$ cat src/rtl/nfa_pkg.sv
// Shared definitions for the match-result collector.
// Holds the collector state encoding and the default widths used by
// result_collector (weight index, string id, statistics counters).
package nfa_pkg;

  typedef enum logic {
    IDLE = 1'b0,
    EMIT = 1'b1
  } state_t;

  localparam int IDX_W_DEF = 16;
  localparam int STR_W_DEF = 8;
  localparam int CNT_W     = 16;

  localparam logic [CNT_W-1:0] CNT_MAX = {CNT_W{1'b1}};

endpackage

$ cat src/rtl/lowest_one_finder.sv
// Combinational lowest-set-bit locator.
// Ports:
//   bits     in   W-bit vector to scan
//   idx      out  position of the lowest set bit (0 when bits is zero)
//   found    out  at least one bit is set
//   one_hot  out  at most one bit is set (one-hot or all-zero)
module lowest_one_finder #(
  parameter int W  = 256,
  parameter int IW = (W > 1) ? $clog2(W) : 1
) (
  input  logic [W-1:0]  bits,
  output logic [IW-1:0] idx,
  output logic          found,
  output logic          one_hot
);

  // Scan from the top down so the last hit, i.e. the lowest bit, wins.
  always_comb begin
    idx = '0;
    for (int i = W - 1; i >= 0; i--) begin
      if (bits[i]) begin
        idx = IW'(i);
      end
    end
  end

  assign found = |bits;

  // Clearing the lowest set bit leaves zero only for one-hot or zero input.
  assign one_hot = ((bits & (bits - W'(1))) == '0);

endmodule

$ cat src/rtl/result_collector.sv
// Match-result collector.
// Accepts a snapshot of per-PE match bits and serialises it into one
// record per set bit, lowest bit first, each tagged with its weight index
// (batch base + bit position, wrapping) and the producing string id.
// Ports:
//   clk, reset             clock and synchronous active-high reset
//   snap_valid/snap_ready  snapshot handshake
//   snap_bits              per-PE match bits (bit k = group k/num, lane k%num)
//   snap_base, snap_str    weight index of PE 0 and string id of the batch
//   m_valid/m_ready        record handshake
//   m_idx, m_str, m_last   record payload; m_last marks final record of batch
//   busy                   collector is not idle
//   match_count            accepted records, saturating
//   batch_count            accepted snapshots, wrapping
module result_collector
  import nfa_pkg::*;
#(
  parameter int groups               = 16,
  parameter int num                  = 16,
  parameter int max_number_of_weight = num * groups,
  parameter int IDX_W                = IDX_W_DEF,
  parameter int STR_W                = STR_W_DEF
) (
  input  logic                            clk,
  input  logic                            reset,
  input  logic                            snap_valid,
  output logic                            snap_ready,
  input  logic [max_number_of_weight-1:0] snap_bits,
  input  logic [IDX_W-1:0]                snap_base,
  input  logic [STR_W-1:0]                snap_str,
  output logic                            m_valid,
  input  logic                            m_ready,
  output logic [IDX_W-1:0]                m_idx,
  output logic [STR_W-1:0]                m_str,
  output logic                            m_last,
  output logic                            busy,
  output logic [CNT_W-1:0]                match_count,
  output logic [CNT_W-1:0]                batch_count
);

  localparam int W  = max_number_of_weight;
  localparam int IW = (W > 1) ? $clog2(W) : 1;

  state_t             state_q;
  state_t             state_d;
  logic [W-1:0]       pend_q;
  logic [IDX_W-1:0]   base_q;
  logic [STR_W-1:0]   str_q;
  logic [CNT_W-1:0]   match_count_q;
  logic [CNT_W-1:0]   batch_count_q;

  logic [IW-1:0]      low_idx;
  logic               low_found;
  logic               low_one_hot;
  logic               snap_hs;
  logic               rec_hs;
  logic               last_rec;

  lowest_one_finder #(
    .W  (W),
    .IW (IW)
  ) u_finder (
    .bits    (pend_q),
    .idx     (low_idx),
    .found   (low_found),
    .one_hot (low_one_hot)
  );

  assign last_rec = low_found && low_one_hot;
  assign snap_hs  = snap_valid && (state_q == IDLE);
  assign rec_hs   = m_ready && (state_q == EMIT);

  always_ff @(posedge clk) begin
    if (reset) begin
      state_q <= IDLE;
    end else begin
      state_q <= state_d;
    end
  end

  always_comb begin
    state_d = state_q;
    case (state_q)
      IDLE: begin
        // An empty snapshot is counted but produces no records.
        if (snap_hs && (snap_bits != '0)) begin
          state_d = EMIT;
        end
      end
      EMIT: begin
        if (rec_hs && last_rec) begin
          state_d = IDLE;
        end
      end
      default: state_d = IDLE;
    endcase
  end

  always_ff @(posedge clk) begin
    if (reset) begin
      pend_q        <= '0;
      base_q        <= '0;
      str_q         <= '0;
      match_count_q <= '0;
      batch_count_q <= '0;
    end else begin
      if (snap_hs) begin
        pend_q        <= snap_bits;
        base_q        <= snap_base;
        str_q         <= snap_str;
        batch_count_q <= batch_count_q + CNT_W'(1);
      end else if (rec_hs) begin
        // x & (x-1) drops exactly the lowest set bit.
        pend_q <= pend_q & (pend_q - W'(1));
        if (match_count_q != CNT_MAX) begin
          match_count_q <= match_count_q + CNT_W'(1);
        end
      end
    end
  end

  // Every output is a function of registered state only.
  assign snap_ready  = (state_q == IDLE);
  assign m_valid     = (state_q == EMIT);
  assign busy        = (state_q != IDLE);
  assign m_idx       = base_q + IDX_W'(low_idx);
  assign m_str       = str_q;
  assign m_last      = (state_q == EMIT) && last_rec;
  assign match_count = match_count_q;
  assign batch_count = batch_count_q;

endmodule
$ cat config.mk
export PLATFORM = sky130hd
export DESIGN_NAME = result_collector
export DESIGN_NICKNAME = d
export VERILOG_FILES = /design/src/rtl/nfa_pkg.sv /design/src/rtl/lowest_one_finder.sv /design/src/rtl/result_collector.sv
export SDC_FILE = /design/constraint.sdc
export NUM_CORES = 1
export LEC_CHECK = 0
export CAP_MARGIN = 20
export CORE_ASPECT_RATIO = 1.25
export CORE_UTILIZATION = 45
export DETAILED_ROUTE_END_ITERATION = 10
export HOLD_SLACK_MARGIN = 0.12
export PLACE_DENSITY = 0.73
export SLEW_MARGIN = 20
export SYNTH_ARGS = -nofsm -noshare
export SYNTH_HDL_FRONTEND = slang
export SYNTH_SLANG_ARGS = --single-unit
export TNS_END_PERCENT = 50
$ cat constraint.sdc
create_clock -name clk -period 12.7 [get_ports clk]
set_clock_uncertainty 0.2 [all_clocks]
set_input_delay 2.54 -clock clk [delete_from_list [all_inputs] [get_ports clk]]
set_output_delay 2.54 -clock clk [all_outputs]
set_load 0.005 [all_outputs]
# [After elaboration in Yosys (flattened, before gate mapping)]
# Cells that the tools add are included.
# W data, S select, Z words.
[totals] regBits=313 word_cells=286 inputBits=284
[classes] addsub=4 bitwise=3 n_mux=261 n_reduce_logical=11 n_eq_ne=1
[op_table] op="$mux W8" count=256
[op_table] op="$mux W256" count=2
[op_table] op="$and A256 B256 Y256" count=1
[op_table] op="$logic_not A256 Y1" count=1
[op_table] op="$reduce_bool A256 Y1" count=1
[op_table] op="$reduce_or A256 Y1" count=1
[op_table] op="$sub A256 B1 Y256 const B" count=1
[op_table] op="$add A16 B1 Y16 const B" count=2
[op_table] op="$add A16 B8 Y16" count=1
[op_table] op="$ne A16 B16 Y1 const B" count=1
[op_table] op="$logic_and A1 B1 Y1" count=6
[op_table] op="$reduce_and A3 Y1" count=1
[op_table] op="$mux W1" count=2
[op_table] op="$not A1 Y1" count=2
[op_table] op="$pmux W1 S2" count=1
[op_table] op="$reduce_bool A2 Y1" count=1

# [Depth between registers and ports, before layout]
[depth] ltp_word=257 mapped_depth=24

# [Modules after synthesis]
# A second synthesis with hierarchy kept.
[hier_totals] cells_unflattened=3507 hier_area_um2=24476.0
[by_module_without_submodules] mod="result_collector" seq_area_each_um2=6266.0 n_inst=1 cells_each=2214 area_each_um2=17006.3
[by_module_without_submodules] mod="lowest_one_finder" seq_area_each_um2=0.0 n_inst=1 cells_each=1293 area_each_um2=7469.7

# [Worst setup path before layout]
# OpenSTA, ideal clock, no wires.
[synth_path] kind="register to output" start="register pend_q[118]" end="output port m_last" n_path_buf=2 path_stages_with_launch=13 setup_slack_ns=5.686 arrival_time_ns=4.274 cell_sequence="dfxtp_1 buf_2 or4_1 or4_4 nor4_4 nand3_2 or3_1 buf_2 o21a_1 or4_1 or4_1 or3_1 nor3_1"
[synth_between] elab_chain_len=5 word_cells_on_any_way=6
[synth_rtl] item="start: declaration" line="result_collector.sv:46" text="logic [W-1:0] pend_q;"
[synth_rtl] item="start signal: assignment" line="result_collector.sv:108" text="pend_q <= snap_bits;"
[synth_rtl] item="start signal: assignment" line="result_collector.sv:114" text="pend_q <= pend_q & (pend_q - W'(1));"
[synth_rtl] item="$sub A256 B1 Y256" line="lowest_one_finder.sv:30" text="assign one_hot = ((bits & (bits - W'(1))) == '0);"
[synth_rtl] item="$and A256 B256 Y256" line="lowest_one_finder.sv:30"
[synth_rtl] item="$logic_not A256 Y1" line="lowest_one_finder.sv:30"
[synth_rtl] item="$logic_and A1 B1 Y1 (*)" line="result_collector.sv:69" text="assign last_rec = low_found && low_one_hot;"
[synth_rtl] item="$logic_and A1 B1 Y1 (*)" line="result_collector.sv:128" text="assign m_last = (state_q == EMIT) && last_rec;"
[synth_rtl] item="end: declaration" line="result_collector.sv:35" text="output logic m_last,"
# Mark *: on every way between the ends. The rest lies on a longest branch, timed or not.

# [Worst setup path in the final report]
[layout_path] start="register pend_q[254]" end="output port m_idx[15]"
[layout_between] elab_chain_len=256
[layout_rtl] item="$mux W8 (255 in a row)" line="lowest_one_finder.sv:21" text="if (bits[i]) begin"
[layout_rtl] item="$add A16 B8 Y16" line="result_collector.sv:126" text="assign m_idx = base_q + IDX_W'(low_idx);"
[layout_rtl] item="end: declaration" line="result_collector.sv:33" text="output logic [IDX_W-1:0] m_idx,"
# No other way between the ends.

==> results.sh <==
export IMPL_antenna_found_initial=4
export IMPL_grt_pass1_vias=26800
export IMPL_clk_pin_slew_worst_paths_ns=0.06
export IMPL_grt_pass1_wl_um=178000
export IMPL_period_share_pct=78.2
export IMPL_cts_setup_buffers=0
export IMPL_p_per_area_nw_per_um2=124
export IMPL_worst_pin_slew_ns=1.34
export IMPL_worstSetupStartpointType="flip-flop"
export IMPL_insertion_delay_ns=0.60
export IMPL_multi_input_area_um2=14100
export IMPL_seqPwrFrac_pct=34.9
export IMPL_drt_pass1_iter_count=9
export IMPL_wl_met2_um=55000
export IMPL_layout_commonest_cell="nor2_1"
export IMPL_synth_area_um2=21600
export IMPL_hold_ws_ns=0.259
export IMPL_status="complete, no violations"
export IMPL_slew_headroom_pct=10.0
export IMPL_final_antenna_net_count=0
export IMPL_place_area_um2=25400
export IMPL_h_tree_depth=2
export IMPL_portBuffers=343
export IMPL_p_sw_mw=1.23
export IMPL_rsz0062_at_grt="no"
export IMPL_dp_cells=3946
export IMPL_drive_above_1_share_pct=4.71
export IMPL_yosysWarnings=0
export IMPL_async_flop_share_pct=0
export IMPL_rrSetupSlack_ns=6.51
export IMPL_wire_per_inst_um=30.8
export IMPL_critPathCaptureType="primary output"
export IMPL_met1Wirelength_um=41800
export IMPL_most_common_layout_cells="nor2_1 (428), nand2_1 (373), clkdlybuf4s50_1 (342)"
export IMPL_worstPathMaxFanout=6
export IMPL_cts_resized=0
export IMPL_fp_dieH_um=247
export IMPL_synth_area_per_cell_um2=6.82
export IMPL_synth_nets=3461
export IMPL_arrival_ns=7.19
export IMPL_rows=89
export IMPL_power_internal_mw=2.07
export IMPL_cp_cell_sequence="nor2_1 > o31ai_1 > a211oi_1 > o311ai_0 > a311oi_1 > o21ai_0 > a41oi_1 > o211ai_1 > a21boi_0 > o21ai_0 > ha_1 > a21o_1 > a21oi_1 > o21ai_0 > a21oi_1 > o21bai_1 > a21oi_1 > nor2b_1 > o21ai_0 > nor3_1 > xor2_1 > clkdlybuf4s50_1"
export IMPL_final_hold_viol_count=0
export IMPL_switching_share_pct=37.3
export IMPL_clockPowerShare_pct=36.1
export IMPL_setup_viol=0
export IMPL_die_area_um2=48900
export IMPL_holdBufCountCts=0
export IMPL_worstPathRequired_ns=9.96
export IMPL_ys_seq_elements=313
export IMPL_postRouteWirelength_um=123000
export IMPL_yosysSeqAreaShare_pct=29.0
export IMPL_overflow=0
export IMPL_critPathSlowestCell="o21ai_0"
export IMPL_grt_start_max_net_pins=182
export IMPL_wl_met3_um=14300
export IMPL_slew_violations=0
export IMPL_cts_tree="done"
export IMPL_regArea_um2=6270
export IMPL_core_area_um2=47300
export IMPL_fin_crit_ns=9.93
export IMPL_tns_ns=0
export IMPL_cap_violations=0
export IMPL_ys_flop_type="dfxtp_1"
export IMPL_ys_types=76
export IMPL_path_class="reg2out"
export IMPL_hpwl_um=91500
export IMPL_routed_top_layer="met5"
export IMPL_p_leak_nw=9.32
export IMPL_clockBufferDepth=3
export IMPL_die_x_um=198
export IMPL_fmax_mhz=101
export IMPL_start_util_pct=45.6
export IMPL_comb_power_share_pct=29.0
export IMPL_cpMostUsedCell="o21ai_0"
export IMPL_ir_drop_mv=0.119
export IMPL_synth_edff_count=0
export IMPL_cts_buffers=37
export IMPL_num_vias=28800
export IMPL_fin_cells=4015
export IMPL_max_stage_delay_ns=0.88
export IMPL_fin_area_um2=26700
export IMPL_power_mw=3.30
export IMPL_fin_nets=3644
export IMPL_area_growth_pct=23.8
export IMPL_cts_sinks=313
export IMPL_drt_initial_drc_count=3931
export IMPL_routabilityCongestion=1.15
export IMPL_fillCellCount=4416
export IMPL_syn_inst=3166
export IMPL_io_pins=344
export IMPL_hold_path_class="reg2reg"
export IMPL_drc_errors=0
export IMPL_grt_usage_pct=49.2
export IMPL_cts_root_buffer="clkbuf_16"
export IMPL_avgViaCountPerCell=7.18
-- power groups by stage --
stage          Clock, mW  Combinational, mW  Sequential (mW)
2_1_floorplan          0              0.529             1.09
3_3_place_gp           0              0.905             1.16
3_5_place_dp           0              0.904             1.16
4_1_cts             1.19              0.910             1.14
5_1_grt             1.22               1.00             1.16
6_report            1.19              0.957             1.15
-- stage by stage --
stage	utilization (%)	setup slack (ns)
2_1_floorplan	-	5.69
3_3_place_gp	53.6	3.69
3_5_place_dp	53.6	3.56
4_1_cts	56.4	2.93
5_1_grt	56.4	2.72
6_report	56.5	2.77
-- registers in the layout (all words and copies together), names as in the netlist --
| name | cells |
|---|---|
| match_count | 16 |
| base_q | 16 |
| m_str | 8 |
| pend_q | 256 |
| batch_count | 16 |
| busy | 1 |
-- layer usage --
| metal | up-vias | track usage (%) |
|---|---|---|
| li1 | 12300 | - |
| met1 | 13400 | 54.7 |
| met2 | 2433 | 78.8 |
| met3 | 677 | 13.4 |
| met4 | 4 | 39.6 |
| met5 | - | 0 |
-- worst max-delay path: cells and delay by family, from the launching register on --
| kind | cells | cell delay (ns) |
|---|---|---|
| flops | 1 | 0.42 |
| xor+xnor | 1 | 0.20 |
| compound gates | 16 | 4.89 |
| buf+inv | 1 | 0.53 |
| simple gates | 3 | 0.30 |
| fa+ha+maj | 1 | 0.27 |
-- logic make-up after synthesis --
kind of cell	after synthesis	synth area share, %
compound gates	968	28.9
xor+xnor	39	1.58
fa+ha+maj	13	0.765
buf+inv	343	6.02
flops	313	29.0
mux	2	0.0985
simple gates	1488	33.6
-- final timing paths --
kind	startpoint	to	cells past startpoint
min reg2reg	m_str[0]$_SDFFE_PP0P_	m_str[0]$_SDFFE_PP0P_	2
max reg2reg	pend_q[48]$_SDFFE_PP0P_	busy$_SDFF_PP0_	12
max	pend_q[254]$_SDFFE_PP0P_	m_idx[15]	22
min	m_str[0]$_SDFFE_PP0P_	m_str[0]$_SDFFE_PP0P_	2
-- final cells by class --
cell class,count,share of cell area (%)
well taps,637,2.98
clock buffers,46,3.85
repair buffers,400,14.6
inverters,87,1.22
multi-input cells,2510,52.8
clock inverters,19,1.08
diodes,3,0.0281
flip-flops and latches,313,23.5
-- synth_stat cells (13+ instances only) --
cell type,instances,area (um2)
or2_2,13,81.3
nand3_1,94,470
nor3_1,99,495
o41ai_1,20,175
nand4_1,104,651
dfxtp_1,313,6270
xor2_1,25,219
o31ai_1,34,255
nor4_1,202,1260
a21oi_1,242,1210
a21boi_0,14,105
xnor2_1,14,123
o21ai_0,260,1300
and3_1,18,113
a211oi_1,13,97.6
o311ai_0,14,123
or4_1,62,465
clkbuf_1,233,875
nor2_1,429,1610
a21o_1,15,113
a22oi_1,168,1260
a31oi_1,18,113
o31a_1,14,123
or3_1,32,200
o211ai_1,15,113
nand2_1,376,1410
buf_1,15,56.3
o2111ai_1,21,184
inv_1,87,327
a2111oi_0,18,158
Power figures use the tool's default switching activity.
